<file path="config.mk">
export PLATFORM = sky130hd
export DESIGN_NAME = stall_flush_ctrl
export DESIGN_NICKNAME = d
export VERILOG_FILES = /design/src/rtl/stall_flush_ctrl.sv
export SDC_FILE = /design/constraint.sdc
export NUM_CORES = 1
export LEC_CHECK = 0
export ABC_AREA = 1
export CAP_MARGIN = 20
export CELL_PAD_IN_SITES_DETAIL_PLACEMENT = 0
export CELL_PAD_IN_SITES_GLOBAL_PLACEMENT = 1
export CORE_MARGIN = 2
export CORE_UTILIZATION = 18
export CTS_CLUSTER_DIAMETER = 80
export DETAILED_ROUTE_END_ITERATION = 10
export PLACE_DENSITY = 0.86
export SLEW_MARGIN = 20
export SYNTH_ARGS = -nofsm -noshare
export SYNTH_HDL_FRONTEND = slang
export SYNTH_SLANG_ARGS = --single-unit
</file>
<file path="constraint.sdc">
create_clock -name clk -period 1.8 [get_ports clk]
set_input_delay 0.18 -clock clk [delete_from_list [all_inputs] [get_ports clk]]
set_output_delay 0.18 -clock clk [all_outputs]
set_load 0.03 [all_outputs]
</file>
<file path="src/rtl/stall_flush_ctrl.sv">
`default_nettype none
// ============================================================================
// Module      : stall_flush_ctrl
// Description : Stall/flush controller for the 5-stage RV32I pipeline. It
//               covers load-use hazards, taken branches/jumps resolved in E,
//               and multi-cycle data-memory accesses, with a timeout.
//               Optional macro HAZ_PERF_EN adds stall/flush cycle counters.
// Revision    : 1.0 - initial release
// ============================================================================
module stall_flush_ctrl #(
    parameter int MEM_TIMEOUT = 255,
    parameter int TO_W        = 8
) (
    input  logic        clk,
    input  logic        rst_n,
    input  logic [31:0] InstrD,
    input  logic [31:0] InstrE,
    input  logic        PCSrcE,
    input  logic        DmemReqM,
    input  logic        DmemReadyM,
    output logic        StallF,
    output logic        StallD,
    output logic        StallE,
    output logic        StallM,
    output logic        FlushD,
    output logic        FlushE,
    output logic        FlushW,
    output logic        MemErr,
    output logic [31:0] StallCnt,
    output logic [31:0] FlushCnt
);

    localparam logic [6:0] OP_LOAD  = 7'b0000011;
    localparam logic [6:0] OP_LUI   = 7'b0110111;
    localparam logic [6:0] OP_AUIPC = 7'b0010111;
    localparam logic [6:0] OP_JAL   = 7'b1101111;
    localparam logic [6:0] OP_R     = 7'b0110011;
    localparam logic [6:0] OP_S     = 7'b0100011;
    localparam logic [6:0] OP_B     = 7'b1100011;

    localparam logic [TO_W-1:0] TO_LAST = TO_W'(MEM_TIMEOUT - 1);

    typedef enum logic [0:0] {
        ST_RUN      = 1'b0,
        ST_MEM_WAIT = 1'b1
    } state_t;

    state_t          state_q, state_d;
    logic [TO_W-1:0] cnt_q, cnt_d;

    logic [4:0] rdE, rs1D, rs2D;
    logic [6:0] opD;
    logic       loadE, usesRs1D, usesRs2D, lwStall;
    logic       memWait, timeout, memWaitEff;
    logic       stall_f, stall_d, stall_e, stall_m;
    logic       flush_d, flush_e, flush_w, mem_err;
    logic       unused_bits;

    assign rdE  = InstrE[11:7];
    assign rs1D = InstrD[19:15];
    assign rs2D = InstrD[24:20];
    assign opD  = InstrD[6:0];

    assign loadE    = (InstrE[6:0] == OP_LOAD);
    assign usesRs1D = !((opD == OP_LUI) || (opD == OP_AUIPC) || (opD == OP_JAL));
    assign usesRs2D = (opD == OP_R) || (opD == OP_S) || (opD == OP_B);

    assign lwStall = loadE && (rdE != 5'd0) &&
                     ((usesRs1D && (rs1D == rdE)) || (usesRs2D && (rs2D == rdE)));

    assign memWait = DmemReqM && !DmemReadyM;

    // On the last allowed wait cycle the access is abandoned: stalls drop
    // in the same cycle that MemErr fires.
    assign timeout    = (state_q == ST_MEM_WAIT) && (cnt_q == TO_LAST);
    assign memWaitEff = memWait && !timeout;

    assign unused_bits = ^{InstrD[31:25], InstrD[14:7], InstrE[31:12]};

    always_ff @(posedge clk or negedge rst_n) begin
        if (!rst_n) begin
            state_q <= ST_RUN;
            cnt_q   <= '0;
        end else begin
            state_q <= state_d;
            cnt_q   <= cnt_d;
        end
    end

    always_comb begin
        state_d = state_q;
        cnt_d   = cnt_q;
        stall_f = 1'b0;
        stall_d = 1'b0;
        stall_e = 1'b0;
        stall_m = 1'b0;
        flush_d = 1'b0;
        flush_e = 1'b0;
        flush_w = 1'b0;
        mem_err = 1'b0;

        case (state_q)
            ST_RUN: begin
                if (memWait) begin
                    state_d = ST_MEM_WAIT;
                    cnt_d   = '0;
                end
            end
            ST_MEM_WAIT: begin
                if (!memWait || timeout) begin
                    state_d = ST_RUN;
                end else begin
                    cnt_d = cnt_q + TO_W'(1);
                end
            end
            default: state_d = ST_RUN;
        endcase

        mem_err = timeout && memWait;

        if (memWaitEff) begin
            stall_f = 1'b1;
            stall_d = 1'b1;
            stall_e = 1'b1;
            stall_m = 1'b1;
            flush_w = 1'b1;
        end else if (PCSrcE) begin
            // Wrong-path instruction in D is discarded, so no load-use stall.
            flush_d = 1'b1;
            flush_e = 1'b1;
        end else if (lwStall) begin
            stall_f = 1'b1;
            stall_d = 1'b1;
            flush_e = 1'b1;
        end
    end

    assign StallF = rst_n && stall_f;
    assign StallD = rst_n && stall_d;
    assign StallE = rst_n && stall_e;
    assign StallM = rst_n && stall_m;
    assign FlushD = rst_n && flush_d;
    assign FlushE = rst_n && flush_e;
    assign FlushW = rst_n && flush_w;
    assign MemErr = rst_n && mem_err;

`ifdef HAZ_PERF_EN
    logic [31:0] stall_cnt_q, flush_cnt_q;

    always_ff @(posedge clk or negedge rst_n) begin
        if (!rst_n) begin
            stall_cnt_q <= 32'd0;
            flush_cnt_q <= 32'd0;
        end else begin
            if (StallF) begin
                stall_cnt_q <= stall_cnt_q + 32'd1;
            end
            if (FlushD || FlushE || FlushW) begin
                flush_cnt_q <= flush_cnt_q + 32'd1;
            end
        end
    end

    assign StallCnt = stall_cnt_q;
    assign FlushCnt = flush_cnt_q;
`else
    assign StallCnt = 32'd0;
    assign FlushCnt = 32'd0;
`endif

endmodule
`default_nettype wire
</file>
==> results of run 1 <==
==> stage by stage <==
step,utilization (%),instance area (µm²)
after floorplan,-,1570
after CTS,24.2,1730
after global placement,22.6,1620
after detailed placement,22.6,1620
final,24.8,1780
after global routing,24.8,1780
==> cell families after synthesis <==
group	after synthesis	share of synthesized area, %
AOI/OAI and AO/OA	9	3.97
xor gates and xnor gates	11	7.27
adders and majority gates	2	1.89
buffers and inverters	84	43.2
DFF	9	17.0
other	1	0.283
and+or+nand+nor	73	26.4
==> power by group through the flow <==
stage / sequential [mW] / combinational [mW] / clock, mW
final: 0.240 / 0.458 / 0.243
after global routing: 0.240 / 0.495 / 0.260
after CTS: 0.236 / 0.444 / 0.246
after detailed placement: 0.243 / 0.390 / 0
after global placement: 0.242 / 0.387 / 0
after floorplan: 0.239 / 0.385 / 0
==> flip-flops by register name (all words and copies together), names as in the netlist <==
register	cells
cnt_q	8
state_q	1
==> synthesized netlist by cell type <==
cell and number:
inv_6 1, dfrtp_1 9, nand3_1 10, o31ai_1 2, nand2_4 1, conb_1 1, nand2_1 30, nor3_1 4
inv_1 16, xnor2_1 7, xor2_1 4, nor2_1 15, nor4_1 1, nand2_8 1, nor2_4 1, nor2_2 3
ha_1 2, nand2_2 3, buf_4 67, nand4_1 4, o21ai_1 4, a21o_1 1, a21oi_1 2
==> cell type report <==
cell class	instances	area, µm²
multi-input combinational	159	823
clock buffer	4	45.0
inverter	17	71.3
timing repair buffer	50	492
sequential	9	225
fill	806	5400
tap	99	124
==> critical path, delay by kind of cell (launching register included) <==
kind          cells  cell delay [ns]
fa+ha+maj         1             0.14
flops             1             0.40
simple gates      6             0.48
buf+inv           4             0.33
==> layout by cell type (no fill, tap or decap), types with 5 or more instances in the layout <==
cell type	netlist	routed
inv_1	16	15
nand2_2	3	5
xnor2_1	7	7
nand3_1	10	9
clkdlybuf4s50_1	0	29
nor2_1	15	14
dfrtp_1	9	9
conb_1	1	64
buf_4	67	13
nand2_1	30	27
==> repair_timing <==
item | 4_1_cts | 5_1_grt
resized for setup | 8 | 12
endpoints found under the setup margin | 8 | 8
pin swaps | 4 | 6
buffers inserted | 4 | 1
==> worst paths after layout <==
path	slack, ns	depth (start not counted)	end	startpoint
min in group clk	0.56	2	cnt_q[4]	cnt_q[4]
max in group asynchronous	1.38	2	cnt_q[7]	rst_n
max	0.04	11	FlushD	cnt_q[0]
max reg2reg	0.16	12	cnt_q[2]	cnt_q[0]
min	0.28	2	cnt_q[1]	rst_n
min reg2reg	0.56	2	cnt_q[4]	cnt_q[4]
==> layer usage <==
layer / vias up / wire [µm] / GRT usage (%)
li1: 556 / - / -
met5: - / 0 / 0
met4: 0 / 33 / 2.31
met1: 509 / 1020 / 7.46
met3: 3 / 304 / 2.10
met2: 67 / 1370 / 11.0
==> out/qor.yml, run 1 <==
status: "finished, final reports clean"
cts_hold_buf: 0
finalWirelength_mm: 2.72
final-hold-violation-count: 0
final_nets: 311
grt_pass1_wl_mm: 4.30
ys_types: 23
synth_top_cell_by_area: "buf_4"
grt_antenna_before_repair: 0
coreArea_mm2: 0.00718
min_period_ns: 1.76
crit_chain: "inv_2 > ha_4 > nand2_4 > nor2_4 > nand2_4 > nand2_8 > inv_8 > nor2_4 > nand2_2 > inv_1 > buf_6"
cp.required_ns: 1.62
post_drt_wl_per_cell_um: 8.05
cts_tree: "yes"
worst_slack_ns: 0.0368
cp_max_fo: 3
fin_skew_ns: 0.00590
place_congestion: 0.841
drv_slew: 0
portBuffers: 41
p_int_uw: 530
dieHeight_um: 89.8
syn_to_final_growth_pct: 34.4
initial_core_util_pct: 18.5
rsz0062_at_grt: "yes"
die_x_um: 89.8
synthTopCellsByArea: "buf_4 38%, dfrtp_1 17%, nand2_1 8.5%, xnor2_1 4.6%, inv_1 4.5%"
total_leakage_power_nw: 0.915
synth-warning-count: 0
max_stage_delay_ns: 0.40
max-cap-violations: 0
worstSetupStartpointType: "flip-flop"
power.density_mw_per_mm2: 528
cts_root_buf: "clkbuf_8"
end_kind: "primary output"
path_clk_slew_ns: 0.05
period_share_pct: 98.0
ys_ff_latch: 9
drive_above_1_share_pct: 16.3
cts_num_sinks: 9
crit_slowest_cell: "dfrtp_1"
syn-cell-area_mm2: 0.00133
cts_buffers: 3
avgSynthCellArea_um2: 7.01
yosysSeqAreaShare_pct: 17.0
report.final.setup_viol: 0
grt_max_degree: 10
switching_share_pct: 43.7
grt_pass1_vias: 961
dieArea_mm2: 0.00806
track_usage_pct: 6.42
overflow: 0
drcViolationCount: 0
vdd_ir_drop_max_mv: 0.206
finalSetupTns_ns: 0
drtIter0Drc: 30
critPathKind: "reg -> out"
fp-row-count: 31
ant_nets: 0
vias: 1135
dp_slack_ns: 0.0793
dp.cells: 329
power_uw: 941
layout.cells.non_filler: 338
n_antenna_cell: 0
power_switching_uw: 411
cts.htree.levels: 1
hold-worst-slack_ns: 0.277
clock_path_buffers: 2
power_frac_seq_pct: 25.5
synth_top_area_share_pct: 38.0
first_pass_iters: 4
dp.final_hpwl_mm: 2.23
clkPwrFrac_pct: 25.8
synth_cells: 189
combPwrFrac_pct: 48.7
crit_arrival_ns: 1.58
vias_per_cell: 3.36
io_pins: 141
hold_path.class: "in -> async"
insertion_delay_ns: 0.24
max_freq_mhz: 567
Power figures use the tool's default switching activity.
==> inputs of run 2 (changes only) <==
Settings changed: REMOVE_ABC_BUFFERS set to 1.
==> out/qor.yml, run 2 (synthesis results as in run 1) <==
n_antenna_cell: 0  # unchanged
min_period_ns: 1.77  # +0.00971 ns
most-common-layout-cells: "64 x conb_1, 28 x nand2_1, 28 x clkdlybuf4s50_1"
dieHeight_um: 89.8  # unchanged
grt_pass1_vias: 957  # -0.42%
crit_arrival_ns: 1.59  # about the same
power.density_mw_per_mm2: 545  # +3.2%
vdd_ir_drop_max_mv: 0.193  # -6.3%
final_nets: 309  # -0.64%
largest_reg_flops: 8  # unchanged
worst_slack_ns: 0.0271  # -0.00971 ns
rsz0062_at_grt: "yes"
vias: 1116  # -1.7%
power_switching_uw: 411  # about the same
fillers: 808  # +0.25%
portBuffers: 41  # unchanged
power_frac_seq_pct: 24.9  # -0.6 points
fp-row-count: 31  # unchanged
grt_antenna_before_repair: 0  # unchanged
initial_core_util_pct: 18.5  # unchanged
total_leakage_power_nw: 0.909  # -0.66%
ant_nets: 0  # unchanged
clock_path_buffers: 2  # unchanged
first_pass_iters: 4  # unchanged
coreArea_mm2: 0.00718  # unchanged
top_regs: "cnt_q: 8 flops, state_q: 1 flops"
cts_num_sinks: 9  # unchanged
cts_buffers: 3  # unchanged
dp_slack_ns: 0.0360  # -0.0433 ns
p_int_uw: 536  # +1.2%
place_congestion: 0.834  # -0.81%
mostFrequentLayoutCell: "conb_1"
report.final.setup_viol: 0  # unchanged
end_kind: "primary output"
hold-worst-slack_ns: 0.318  # +0.0409 ns
vias_per_cell: 3.32  # -1.1%
track_usage_pct: 6.10  # -0.32 points
max-cap-violations: 0  # unchanged
path_clk_slew_ns: 0.05  # about the same
final-hold-violation-count: 0  # unchanged
finalSetupTns_ns: 0  # unchanged
final_area_mm2: 0.00174  # -2.5%
dieArea_mm2: 0.00806  # unchanged
die_x_um: 89.8  # unchanged
max_freq_mhz: 564  # -0.55%
switching_share_pct: 43.4  # -0.29 points
grt_pass1_wl_mm: 4.04  # -5.9%
cp_max_fo: 8  # +5
dp.final_hpwl_mm: 2.18  # -2.1%
dp.cells: 328  # -0.30%
placed_cell_area_mm2: 0.00160  # -1.8%
regMostFlops: "cnt_q"
combPwrFrac_pct: 49.2  # +0.5 points
cts.htree.levels: 1  # unchanged
drcViolationCount: 0  # unchanged
cp.required_ns: 1.62  # about the same
drv_slew: 0  # unchanged
overflow: 0  # unchanged
layout.cells.non_filler: 336  # -0.59%
clkPwrFrac_pct: 25.9  # about the same
post_drt_wl_per_cell_um: 8.01  # -0.48%
syn_to_final_growth_pct: 31.1
status: "finished, final reports clean"
grt_max_degree: 10  # unchanged
io_pins: 141  # unchanged
critPathKind: "reg -> out"
insertion_delay_ns: 0.24  # about the same
period_share_pct: 98.5  # +0.54 points
drtIter0Drc: 72  # +140%
finalWirelength_mm: 2.69  # -1.1%
worstSetupStartpointType: "flip-flop"
cts_root_buf: "clkbuf_8"
fin_skew_ns: 0.000366  # -0.00554 ns
cts_tree: "yes"
hold_path.class: "in -> async"
drive_above_1_share_pct: 14.3  # -2.0 points
## run 2: cell count changes in the layout (fill, tap and decap cells not counted)
cell	change
buf_12	-1
buf_4	-1
clkdlybuf4s50_1	-1
dlymetal6s2s_1	+1
inv_6	+1
inv_8	-1
nand2_1	+1
nand2_2	-1
nor2_1	+1
nor2_4	-1
nor4_1	+1
nor4_2	-1
## run 2: path summary, 6_finish.rpt
path                           from        to  slack, ns  cells past startpoint
setup / recovery           cnt_q[0]    FlushE       0.03                     11
hold / removal                rst_n  cnt_q[7]       0.32                      2
setup reg to reg           cnt_q[0]  cnt_q[3]       0.36                     10
hold reg to reg            cnt_q[4]  cnt_q[4]       0.55                      2
max in group asynchronous     rst_n  cnt_q[5]       1.35                      2
min in group clk           cnt_q[4]  cnt_q[4]       0.55                      2
## run 2: metal layers
layer / track usage (%) / vias to the layer above / wire length, µm
met5: 0 / - / 0
met4: 2.31 / 0 / 36
met3: 2.60 / 5 / 282
met2: 11.1 / 54 / 1380
met1: 6.17 / 502 / 995
li1: - / 555 / -
## run 2: cell type report
cell class | count | area, µm² | share of cell area, %
multi-input cells | 159 | 807 | 46.5
inverters | 17 | 68.8 | 3.96
flip-flops and latches | 9 | 225 | 13.0
clock buffers | 4 | 45.0 | 2.59
repair buffers | 48 | 467 | 26.9
well taps | 99 | 124 | 7.13
## run 2: through the flow
stage / util (%) / power, mW
after global routing: 24.2 / 0.997
after floorplan: - / 0.511
final: 24.2 / 0.947
after CTS: 23.6 / 0.928
after global placement: 22.2 / 0.629
after detailed placement: 22.2 / 0.631
## run 2: power groups by stage
stage	sequential, mW	clock (mW)	combinational [mW]
floorplan	0.239	0	0.272
global placement	0.243	0	0.387
detailed placement	0.243	0	0.388
CTS	0.235	0.248	0.445
global route	0.237	0.260	0.500
finish	0.236	0.245	0.466
## run 2: worst max-delay path, cell delays in order, from the launching register on
cell and delay [ns]:
dfrtp_1 0.38, inv_2 0.09, ha_4 0.14, nand2_4 0.05
nor2_4 0.11, nand2_4 0.08, nand2_8 0.08, inv_6 0.05
nor2_4 0.09, nand3_2 0.08, nand2_1 0.08, buf_6 0.13
## run 2: timing repair
action,in CTS,in global routing
pin swaps,2,5
hold endpoints to repair,0,0
cloned,0,0
buffers inserted,3,1
hold buffers,0,0
setup endpoints to repair,8,7
resized for setup,7,11
